[config.mk]
export PLATFORM = sky130hd
export DESIGN_NAME = meas_digit_formatter
export DESIGN_NICKNAME = d
export VERILOG_FILES = /design/src/rtl/meas_disp_pkg.sv /design/src/rtl/bin2bcd_step.sv /design/src/rtl/meas_digit_formatter.sv
export SDC_FILE = /design/constraint.sdc
export NUM_CORES = 1
export LEC_CHECK = 0
export ABC_AREA = 1
export BUFFER_PORTS_ARGS = -buffer_cell sky130_fd_sc_hd__buf_2
export CAP_MARGIN = 20
export CORE_MARGIN = 5
export CORE_UTILIZATION = 23
export DETAILED_ROUTE_END_ITERATION = 10
export SYNTH_ARGS = -nofsm -noshare
export SYNTH_HDL_FRONTEND = slang
export SYNTH_HIERARCHICAL = 1
export SYNTH_SLANG_ARGS = --single-unit
[constraint.sdc]
create_clock -name clk -period 2.51 [get_ports clk]
set_input_delay 0.251 -clock clk [delete_from_list [all_inputs] [get_ports clk]]
set_output_delay 0.251 -clock clk [all_outputs]
set_load 0.02 [all_outputs]
[src/rtl/meas_disp_pkg.sv]
// Shared constants and FSM state type for the measurement digit formatter.
package meas_disp_pkg;
  localparam int FREQ_DIGITS = 6;
  localparam int VPP_DIGITS  = 3;
  localparam int FREQ_MAX    = 999999;
  localparam int VPP_MAX     = 999;
  localparam logic [3:0] BLANK_CODE = 4'hF;

  typedef enum logic [1:0] {
    IDLE = 2'd0,
    CONV = 2'd1,
    PEND = 2'd2
  } state_t;
endpackage

[src/rtl/bin2bcd_step.sv]
// One double-dabble iteration: add 3 to every BCD nibble >= 5, then shift left
// by one with the next binary bit entering at the LSB.
module bin2bcd_step #(
  parameter int N = 6
) (
  input  logic [4*N-1:0] bcd,
  input  logic           shift_in,
  output logic [4*N-1:0] bcd_next
);
  logic [4*N-1:0] adj;

  always_comb begin
    adj = bcd;
    for (int i = 0; i < N; i++) begin
      if (bcd[4*i +: 4] >= 4'd5) adj[4*i +: 4] = bcd[4*i +: 4] + 4'd3;
    end
  end

  assign bcd_next = (adj << 1) | {{(4*N-1){1'b0}}, shift_in};
endmodule

[src/rtl/meas_digit_formatter.sv]
// Converts binary frequency/Vpp to glyph digit codes with iterative double-dabble,
// committing results to the display registers only on a vsync falling edge.
module meas_digit_formatter
  import meas_disp_pkg::*;
#(
  parameter int         FREQ_W     = 20,
  parameter int         VPP_W      = 10,
  parameter int         LZ_BLANK   = 1,
  parameter logic [3:0] BLANK_CODE = meas_disp_pkg::BLANK_CODE
) (
  input  logic              clk,
  input  logic              rst_n,
  input  logic [FREQ_W-1:0] freq_bin,
  input  logic [VPP_W-1:0]  vpp_bin,
  input  logic              in_valid,
  output logic              in_ready,
  input  logic              vsync,
  output logic [3:0]        freq_d0,
  output logic [3:0]        freq_d1,
  output logic [3:0]        freq_d2,
  output logic [3:0]        freq_d3,
  output logic [3:0]        freq_d4,
  output logic [3:0]        freq_d5,
  output logic [3:0]        vpp_d0,
  output logic [3:0]        vpp_d1,
  output logic [3:0]        vpp_d2,
  output logic              freq_ovf,
  output logic              vpp_ovf,
  output logic              disp_valid
);
  localparam int FB = 4*FREQ_DIGITS;
  localparam int VB = 4*VPP_DIGITS;
  localparam int CW = $clog2(FREQ_W);
  localparam logic [CW-1:0] LAST = CW'(FREQ_W-1);

  function automatic logic [FREQ_W:0] sat_freq(input logic [FREQ_W-1:0] v);
    if (v > FREQ_W'(FREQ_MAX)) return {1'b1, FREQ_W'(FREQ_MAX)};
    return {1'b0, v};
  endfunction

  function automatic logic [VPP_W:0] sat_vpp(input logic [VPP_W-1:0] v);
    if (v > VPP_W'(VPP_MAX)) return {1'b1, VPP_W'(VPP_MAX)};
    return {1'b0, v};
  endfunction

  state_t            state;
  logic [CW-1:0]     cnt;
  logic              vsync_prev, commit;
  logic [FREQ_W-1:0] freq_sh, vpp_sh;
  logic [FB-1:0]     freq_bcd, freq_bcd_next, pend_freq, freq_shown, freq_disp;
  logic [VB-1:0]     vpp_bcd, vpp_bcd_next, pend_vpp, vpp_shown, vpp_disp;
  logic              conv_freq_ovf, conv_vpp_ovf, pend_freq_ovf, pend_vpp_ovf;
  logic [FREQ_W:0]   freq_sat;
  logic [VPP_W:0]    vpp_sat;
  logic              transfer, lead_f, lead_v;

  assign in_ready = (state != CONV);
  assign transfer = in_valid && in_ready;
  assign freq_sat = sat_freq(freq_bin);
  assign vpp_sat  = sat_vpp(vpp_bin);

  bin2bcd_step #(.N(FREQ_DIGITS)) u_step_freq (
    .bcd(freq_bcd), .shift_in(freq_sh[FREQ_W-1]), .bcd_next(freq_bcd_next));
  bin2bcd_step #(.N(VPP_DIGITS)) u_step_vpp (
    .bcd(vpp_bcd), .shift_in(vpp_sh[FREQ_W-1]), .bcd_next(vpp_bcd_next));

  // Conversion datapath: no reset needed, state machine qualifies its contents
  always_ff @(posedge clk) begin
    if (transfer) begin
      freq_sh       <= freq_sat[FREQ_W-1:0];
      vpp_sh        <= {{(FREQ_W-VPP_W){1'b0}}, vpp_sat[VPP_W-1:0]};
      freq_bcd      <= '0;
      vpp_bcd       <= '0;
      conv_freq_ovf <= freq_sat[FREQ_W];
      conv_vpp_ovf  <= vpp_sat[VPP_W];
    end else if (state == CONV) begin
      freq_sh  <= freq_sh << 1;
      vpp_sh   <= vpp_sh << 1;
      freq_bcd <= freq_bcd_next;
      vpp_bcd  <= vpp_bcd_next;
      if (cnt == LAST) begin
        pend_freq     <= freq_bcd_next;
        pend_vpp      <= vpp_bcd_next;
        pend_freq_ovf <= conv_freq_ovf;
        pend_vpp_ovf  <= conv_vpp_ovf;
      end
    end
  end

  // Leading-zero blanking; the units digit is never blanked
  always_comb begin
    freq_shown = pend_freq;
    vpp_shown  = pend_vpp;
    lead_f     = (LZ_BLANK != 0);
    lead_v     = (LZ_BLANK != 0);
    for (int i = FREQ_DIGITS-1; i > 0; i--) begin
      if (lead_f && pend_freq[4*i +: 4] == 4'd0) freq_shown[4*i +: 4] = BLANK_CODE;
      else lead_f = 1'b0;
    end
    for (int i = VPP_DIGITS-1; i > 0; i--) begin
      if (lead_v && pend_vpp[4*i +: 4] == 4'd0) vpp_shown[4*i +: 4] = BLANK_CODE;
      else lead_v = 1'b0;
    end
  end

  always_ff @(posedge clk or negedge rst_n) begin
    if (!rst_n) begin
      state      <= IDLE;
      cnt        <= '0;
      vsync_prev <= 1'b1;
      commit     <= 1'b0;
      freq_disp  <= '0;
      vpp_disp   <= '0;
      freq_ovf   <= 1'b0;
      vpp_ovf    <= 1'b0;
      disp_valid <= 1'b0;
    end else begin
      vsync_prev <= vsync;
      commit     <= vsync_prev & ~vsync;
      if (transfer) cnt <= '0;
      else if (state == CONV) cnt <= cnt + 1'b1;
      case (state)
        IDLE: if (transfer) state <= CONV;
        CONV: if (cnt == LAST) state <= PEND;
        PEND: begin
          if (commit) begin
            freq_disp  <= freq_shown;
            vpp_disp   <= vpp_shown;
            freq_ovf   <= pend_freq_ovf;
            vpp_ovf    <= pend_vpp_ovf;
            disp_valid <= 1'b1;
          end
          if (transfer) state <= CONV;
          else if (commit) state <= IDLE;
        end
        default: state <= IDLE;
      endcase
    end
  end

  assign {freq_d5, freq_d4, freq_d3, freq_d2, freq_d1, freq_d0} = freq_disp;
  assign {vpp_d2, vpp_d1, vpp_d0} = vpp_disp;
endmodule

# [Word-level counts from Yosys, hierarchy flattened]
# Index checks and enable logic that the tools add are counted.
[op_classes] addsub=10 order_cmp=11 eq_ne=7 n_mux=38 bitwise_logic=5 n_reduce_logical=18
[ops] operator="$mux 20" count=3
[ops] operator="$mux 4" count=14
[ops] operator="$ge 4x3->1 const B" count=9
[ops] operator="$mux 10" count=3
[ops] operator="$add 4x2->4 const B" count=7
[ops] operator="$logic_not 4->1" count=7
[ops] operator="$or 24x1->24" count=1
[ops] operator="$mux 21" count=1
[ops] operator="$gt 20x20->1 const B" count=1
[ops] operator="$or 12x1->12" count=1
[ops] operator="$mux 11" count=1
[ops] operator="$gt 10x10->1 const B" count=1
[ops] operator="$mux 5" count=2
[ops] operator="$mux 2" count=4
[ops] operator="$mux 1" count=7
[ops] operator="$add 3x2->3 const B" count=2
[ops] operator="$logic_and 1x1->1" count=6
[ops] operator="$mux 3" count=2
[ops] operator="$pmux 2 s3" count=1
[ops] operator="$reduce_and 3->1" count=2
[ops] operator="$add 5x1->5 const B" count=1
[ops] operator="$eq 5x5->1 const B" count=1
[ops] operator="$ne 2x1->1 const B" count=2
[ops] operator="$ne 3x3->1 const B" count=1
[ops] operator="8 further kinds" count=9
[totals] reg_bits=164 out_inout_bits=40 wordCells=109

# [Logic depth before layout (Yosys ltp)]
# Gate-level depths: netlist of the first run.
[logic_depth] word_depth=10 mapped_depth=8 mapped_depth_nobuf=8

# [Hierarchy]
# Netlist of the first run, hierarchy kept.
[modules_own_cells] module="meas_digit_formatter" instances=1 cells_each=544 area_each_um2=6143.4 seq_area_each_um2=4225.3
[modules_own_cells] module="bin2bcd_step at u_step_freq" instances=1 cells_each=126 area_each_um2=675.6 seq_area_each_um2=0.0
[modules_own_cells] module="bin2bcd_step at u_step_vpp" instances=1 cells_each=62 area_each_um2=341.6 seq_area_each_um2=0.0

# [Worst setup path after synthesis of the first run]
# OpenSTA, ideal clock, no wires.
[synth_timing] kind="register to register" startpoint="reg state[1]" endpoint="reg pend_freq[0] (enable)" arrival_ns=2.481 path_slack_ns=-0.404 path_stages_with_launch=5 n_path_buf=1 path_cell_list="dfrtp_1 inv_1 nand2_4 clkbuf_1 nor2_1"
[synth_between] elab_chain_len=4 elab_cells_between_ends=5 classes_between="2 x eq/ne; 1 x bitwise; 2 x reduce/logical"
[synth_rtl] element="start, declared" line="meas_digit_formatter.sv:46" rtl="state_t state;"
[synth_rtl] element="start signal, assigned" line="meas_digit_formatter.sv:108" rtl="state <= IDLE;"
[synth_rtl] element="start signal, assigned" line="meas_digit_formatter.sv:123" rtl="IDLE: if (transfer) state <= CONV;"
[synth_rtl] element="start signal, assigned" line="meas_digit_formatter.sv:124" rtl="CONV: if (cnt == LAST) state <= PEND;"
[synth_rtl] element="$ne 2x1->1" line="meas_digit_formatter.sv:57" rtl="assign in_ready = (state != CONV);"
[synth_rtl] element="named net in_ready" line="meas_digit_formatter.sv:16" rtl="output logic in_ready,"
[synth_rtl] element="$logic_and 1x1->1" line="meas_digit_formatter.sv:58" rtl="assign transfer = in_valid && in_ready;"
[synth_rtl] element="$not 1->1 (no line)"
[synth_rtl] element="$reduce_and 3->1 (no line)"
[synth_rtl] element="end signal, assigned" line="meas_digit_formatter.sv:82" rtl="pend_freq <= freq_bcd_next;"
[synth_rtl] element="end, declared" line="meas_digit_formatter.sv:50" rtl="logic [FB-1:0] freq_bcd, freq_bcd_next, pend_freq, freq_shown, freq_disp;"
# The timed path passes the listed nets, and every way through them passes these cells.
# A chain may end at the register's enable or synchronous reset.

# [Worst setup path after layout of the first run]
[layout_timing] startpoint="reg cnt[1]" endpoint="reg pend_freq[16] (enable)"
[layout_between] elab_chain_len=2
[layout_rtl] element="start, declared" line="meas_digit_formatter.sv:47" rtl="logic [CW-1:0] cnt;"
[layout_rtl] element="start signal, assigned" line="meas_digit_formatter.sv:121" rtl="else if (state == CONV) cnt <= cnt + 1'b1;"
[layout_rtl] element="$eq 5x5->1" line="meas_digit_formatter.sv:81" rtl="if (cnt == LAST) begin"
[layout_rtl] element="$reduce_and 3->1 (no line)"
# Every way passes these cells.

==> results.yml, run 1 <==
status:
  outcome: "complete, no violations"
worst_setup_path:
  r2r-start: "cnt[1]"
  cpMaxStageDelayCell: "buf_4"
  required_ns: 2.57
  crit_type: "flop to flop"
  critPathCapture: "pend_freq[16]"
  critPathMaxFanout: 38
  worst_ep_arrival_time_ns: 1.74
  r2r_slack_ns: 0.83
  regToRegEndpoint: "pend_freq[16]"
  crit_chain: "ha_1 > nand3_1 > nor2_4 > buf_4"
  startpoint: "cnt[1]"
  rr_worst_depth: 4
  max_stage_delay_ns: 0.43
  endpoint_kind: "flop"
  startpoint_type: "flop"
route:
  routedWlPerCell_um: 12.16
  viasPerCell: 4.171
  wl_met1_mm: 7.404
  wl_met3_um: 771
  firstDrtPassIters: 4
  highest_layer: "met5"
  ant_nets: 0
  drcViolationCount: 0
  wirelength_mm: 14.79
  dr_wl_met2_mm: 6.449
  drt_iter0_drc: 326
  vias: 5076
sta:
  fin_setup_tns_ns: 0
  rsz0062_at_grt: "no"
  fin_worst_skew_ns: 0.009851
  hold_ws_ns: 0.1047
  tightest_slew_ns: 0.7277
  min_period_ns: 1.682
  timing.final.crit_share_pct: 67.03
  hold_viol: 0
  slew_headroom_pct: 51.41
  fmax_mhz: 594.4
  slew_violations: 0
  setup_viol: 0
  worst_slack_ns: 0.8275
pwr:
  p_leak_nw: 3.971
  p_per_area_nw_per_um2: 1204
  peakVddDrop_mv: 0.5891
  total_power_mw: 10.28
clock_tree:
  cts_resized: 0
  cts_sinks: 164
  cts-root-buf: "clkbuf_16"
  cts_buffers: 17
  cts_tree: "yes"
  ctsHtreeMaxLevel: 4
  cts_setup_buffers: 0
  ctsHoldBuffers: 2
  clock_latency_ns: 0.42
  cts_buffer_depth: 2
  clkTransAtPathRegs_ns: 0.07
grt:
  overflow: 0
  antenna_found_initial: 1
  grt_pass1_wl_mm: 24.38
  grt_usage_pct: 8.443
  grt_max_degree: 41
  grt_pass1_vias: 4920
placed_design:
  pre_cts_ws_ns: 0.8126
  io_buffers: 73
  hpwl_mm: 10.10
  gp_congestion: 0.7881
final_layout:
  layout_commonest_cell: "nand2_1"
  syn_to_final_growth_pct: 19.20
  final_cell_mix: "nand2_1, inv_1, buf_2"
  antenna_cells: 0
  finalNetCount: 861
  drive_gt1_share_pct: 17.54
die:
  die_area_um2: 34760
  core_um2: 30670
  die_x_um: 186.4
  die_y_um: 186.4
  ios: 74
  start_util_pct: 23.35
  row_count: 64
logic_synthesis:
  synth-seq-cells: 164
  syn_nets: 785
  syn_area_um2: 7161
  ys_warn_count: 6
  synth_edf_count: 70
  synth_area_leaders: "edfxtp_1, dfrtp_1, dfxtp_1, nand2_1, a22o_1"
  synth_cell_type_count: 35
  syn_inst: 732
  avgSynthCellArea_um2: 9.782
  async_flop_share_pct: 29.27
  synth_largest_area_cell: "edfxtp_1"
  yosysSeqAreaShare_pct: 59.01
  yosysTopAreaCellShare_pct: 29.36
  synth-main-ff-cell: "edfxtp_1"
hold_path:
  min-delay-path-class: "primary input to flop"
flow_run:
  cap_violations: 0
[how the worst min path moves through the flow]
stage | start | endpoint | cells after the start
floorplan | rst_n | cnt[0] | 0
global placement | rst_n | vpp_disp[9] | 1
detailed placement | rst_n | vpp_disp[11] | 1
CTS | freq_bin[16] | freq_sh[16] | 3
global route | vpp_bin[5] | vpp_sh[5] | 3
finish | vpp_bin[5] | vpp_sh[5] | 3
[Yosys cell counts, types with 6 or more instances]
library cell / instances
nand2_2: 6
edfxtp_1: 70
o21ai_0: 41
nand2_1: 179
inv_1: 82
dfrtp_1: 47
nand3_1: 33
o21ai_2: 7
buf_2: 15
dfxtp_1: 46
a2bb2oi_1: 12
a21oi_1: 19
ha_1: 19
o22ai_1: 8
nor2_1: 59
a22o_1: 37
[critical path: cells and delay by family (launching register included)]
| family | cells | cell delay [ns] |
|---|---|---|
| fa+ha+maj | 1 | 0.21 |
| buf+inv | 1 | 0.43 |
| flops | 1 | 0.38 |
| simple gates | 2 | 0.28 |
[power breakdown]
group          internal [mW]  total (mW)  switching [mW]
logic                   1.35        3.30            1.95
clock network           1.47        2.60            1.13
registers               3.87        4.38           0.512
[area by class of cell]
type | instances | area (um2)
multi-input combinational | 456 | 2455
fill | 3270 | 22130
inverter | 87 | 326.6
clock inverter | 12 | 137.6
clock buffer | 20 | 457.9
timing repair buffer | 82 | 437.9
tap | 396 | 495.5
sequential | 164 | 4225
[sequential cells by signal (all words and copies together), names as in the netlist, 2 cells and up]
register   cells
pend_freq     24
freq_disp     24
state          2
cnt            5
freq_bcd      24
vpp_disp      12
vpp_sh        20
freq_sh       20
pend_vpp      12
vpp_bcd       12
[stage by stage]
stage          util (%)  area, um2  instances
3_5_place_dp      25.82       7920       1183
6_report          27.83       8536       1217
2_1_floorplan         -       7163        732
4_1_cts           27.83       8536       1217
3_3_place_gp      25.82       7920       1183
5_1_grt           27.83       8536       1217
[per-layer routing]
metal | track usage, % | up-vias
met5 | 0 | -
li1 | - | 2591
met4 | 2.626 | 2
met1 | 11.43 | 2370
met2 | 12.79 | 98
met3 | 2.840 | 15
[logic make-up after synthesis]
group           count (synthesis)  share of synthesized area, %
compound gates                134                         12.81
simple gates                  302                         17.91
fa+ha+maj                      19                         3.320
flops                         164                         59.01
buf+inv                       112                         6.815
mux                             1                        0.1398
No activity file was read; power rests on OpenSTA's default activity.
==> run 2, diff against run 1 <==
Settings changed: ABC_AREA 1 to 0.
Clock period 2.51 ns to 1.4 ns, I/O delays scaled along.
==> run 2 against run 1 <==
The flow now finishes with violations (setup timing); via count fell by 2.3%; sequential share of layout area down 3.9 points; sequential cell count stayed put; combinational power is 94% higher; die area decreased by 2.6%; utilization is 3.4 points higher; clock skew is 0.0016 ns higher; routed wire length grew 2.5%; total power rose by 84%; cell area up 8.9%; register-to-register slack lost 0.87 ns; critical path depth did not move; largest cell class unchanged.
==> results.yml, run 2 <==
route:
  vias: 4959
  ant_nets: 0
  routedWlPerCell_um: 12.83
  firstDrtPassIters: 4
  wirelength_mm: 15.16
  drcViolationCount: 0
  viasPerCell: 4.195
  drt_iter0_drc: 171
sta:
  worst_slack_ns: -0.05447
  fmax_mhz: 687.5
  fin_worst_skew_ns: 0.01149
  timing.final.crit_share_pct: 103.9
  slew_headroom_pct: 75.02
  hold_viol: 0
  fin_setup_tns_ns: -0.7110
  hold_ws_ns: 0.02741
  min_period_ns: 1.454
  rsz0062_at_grt: "yes"
  tightest_slew_ns: 0.3747
  slew_violations: 0
  setup_viol: 49
final_layout:
  layout_commonest_cell: "nand2_1"
  drive_gt1_share_pct: 32.07
  antenna_cells: 0
  finalNetCount: 832
  reg.largest.list: "freq_bcd x24, freq_disp x24, pend_freq x24"
  syn_to_final_growth_pct: 33.57
  final_cell_mix: "nand2_1, buf_2, edfxtp_1"
logic_synthesis:
  synth-main-ff-cell: "edfxtp_1"
  yosysSeqAreaShare_pct: 60.69
  synth_area_leaders: "edfxtp_1, dfrtp_1, dfxtp_1, nand2_1, nand3_1"
  syn_nets: 695
  syn_inst: 642
  synth_common_cells: "nand2_1, edfxtp_1, nand3_1"
  synth_edf_count: 70
  synth-seq-cells: 164
  avgSynthCellArea_um2: 10.84
  ys_warn_count: 6
  yosysMostFrequentCell: "nand2_1"
  synth_cell_type_count: 47
  synth_largest_area_cell: "edfxtp_1"
  syn_area_um2: 6962
  yosysTopAreaCellShare_pct: 30.19
  async_flop_share_pct: 29.27
placed_design:
  hpwl_mm: 10.02
  io_buffers: 73
  gp_congestion: 0.7623
worst_setup_path:
  startpoint: "state[0]"
  r2r_slack_ns: -0.04
  critPathMaxFanout: 4
  r2r-start: "state[0]"
  rr_worst_depth: 5
  crit_type: "flop to output pin"
  startpoint_type: "flop"
  endpoint_kind: "output pin"
  worst_ep_arrival_time_ns: 1.31
  critPathCapture: "in_ready"
  required_ns: 1.26
  regToRegEndpoint: "vpp_sh[2]"
clock_tree:
  clock_latency_ns: 0.42
  cts-root-buf: "clkbuf_16"
  clkTransAtPathRegs_ns: 0.07
  cts_tree: "yes"
  cts_buffer_depth: 2
  ctsHtreeMaxLevel: 4
  cts_buffers: 17
  cts_sinks: 164
die:
  row_count: 63
  ios: 74
  start_util_pct: 23.36
  core_um2: 29800
  die_area_um2: 33850
  die_x_um: 184.0
  die_y_um: 184.0
status:
  violations: "setup timing"
  outcome: "finished with violations"
grt:
  antenna_found_initial: 0
  grt_usage_pct: 8.770
  overflow: 0
  grt_max_degree: 52
  grt_pass1_vias: 4806
  grt_pass1_wl_mm: 24.14
flow_run:
  cap_violations: 0
pwr:
  p_per_area_nw_per_um2: 2030
  p_leak_nw: 4.079
  peakVddDrop_mv: 0.6999
hold_path:
  min-delay-path-class: "primary input to flop"
run 2: cell count changes after synthesis, sizes merged, moves of 15 or more:
cell / before / now
nand2b: 0 / 18
nand2: 186 / 163
inv: 87 / 23
a22o: 37 / 1
nor2: 65 / 19
nand3: 33 / 55
o21ai: 49 / 25
mux2i: 1 / 16
o22a: 0 / 22
run 2: timing repair:
item / in CTS / in global routing
endpoints found under the setup margin: 84 / 144
gates cloned: 0 / 2
gates resized for setup: 17 / 56
hold endpoints to repair: 56 / 1
pin swaps: 6 / 13
hold buffers: 8 / 1
setup buffers: 3 / 8
run 2: metal layers:
metal  global-route usage (%)  vias to the layer above  wire (um)
met5                        0                        -          0
met4                    2.573                        0        161
met3                    2.473                       12        688
met2                    13.67                       92       6992
met1                    11.91                     2332       7319
li1                         -                     2523          -
run 2: how the worst min path moves through the flow:
stage           startpoint          to  slack [ns]  depth (start not counted)
6_report       freq_bin[4]  freq_sh[4]        0.03                          2
5_1_grt         vpp_bin[5]   vpp_sh[5]        0.02                          2
4_1_cts        freq_bin[2]  freq_sh[2]       0.001                          2
3_5_place_dp         rst_n  disp_valid        0.16                          2
3_3_place_gp         rst_n  disp_valid        0.16                          2
2_1_floorplan        rst_n      cnt[0]       -0.16                          0
run 2: metrics by stage:
stage | total power [mW] | worst slack [ns] | std cells | util (%) | cell area (um2)
final | 18.87 | -0.05447 | 1182 | 31.21 | 9299
after global routing | 20.23 | -0.1347 | 1182 | 31.21 | 9299
after CTS | 18.31 | -0.06793 | 1171 | 30.18 | 8994
after detailed placement | 13.25 | -0.2283 | 1128 | 27.62 | 8230
after global placement | 13.07 | -0.1867 | 1128 | 27.62 | 8230
after floorplan | 11.60 | -0.1258 | 642 | - | 7042
run 2: cells by family (layout without fill, tap and decap cells):
| group | Yosys count | count (layout) | synth area share [%] |
|---|---|---|---|
| AOI/OAI and AO/OA | 93 | 93 | 9.993 |
| muxes | 26 | 26 | 3.918 |
| xor gates and xnor gates | 9 | 9 | 1.132 |
| and+or+nand+nor | 277 | 278 | 17.63 |
| adders and majority gates | 19 | 19 | 3.415 |
| buffers and inverters | 54 | 203 | 3.217 |
| DFF | 164 | 164 | 60.69 |
run 2: area by class of cell:
type	instances	area, um2
tap	390	488.0
fill	3093	20500
timing repair buffer	148	1097
multi-input combinational	425	2790
clock inverter	14	163.9
sequential	164	4238
clock buffer	18	429.2
inverter	23	92.59
run 2: worst max-delay path: stages (launching register included):
cell	delay [ns]
dfrtp_1	0.38
nor2b_4	0.19
inv_4	0.08
buf_12	0.13
buf_6	0.12
run 2: power by group:
group	switching (mW)	leakage (nW)	internal (mW)
logic	3.29	2.09	3.10
clock network	2.03	0.288	2.69
registers	0.913	1.70	6.85
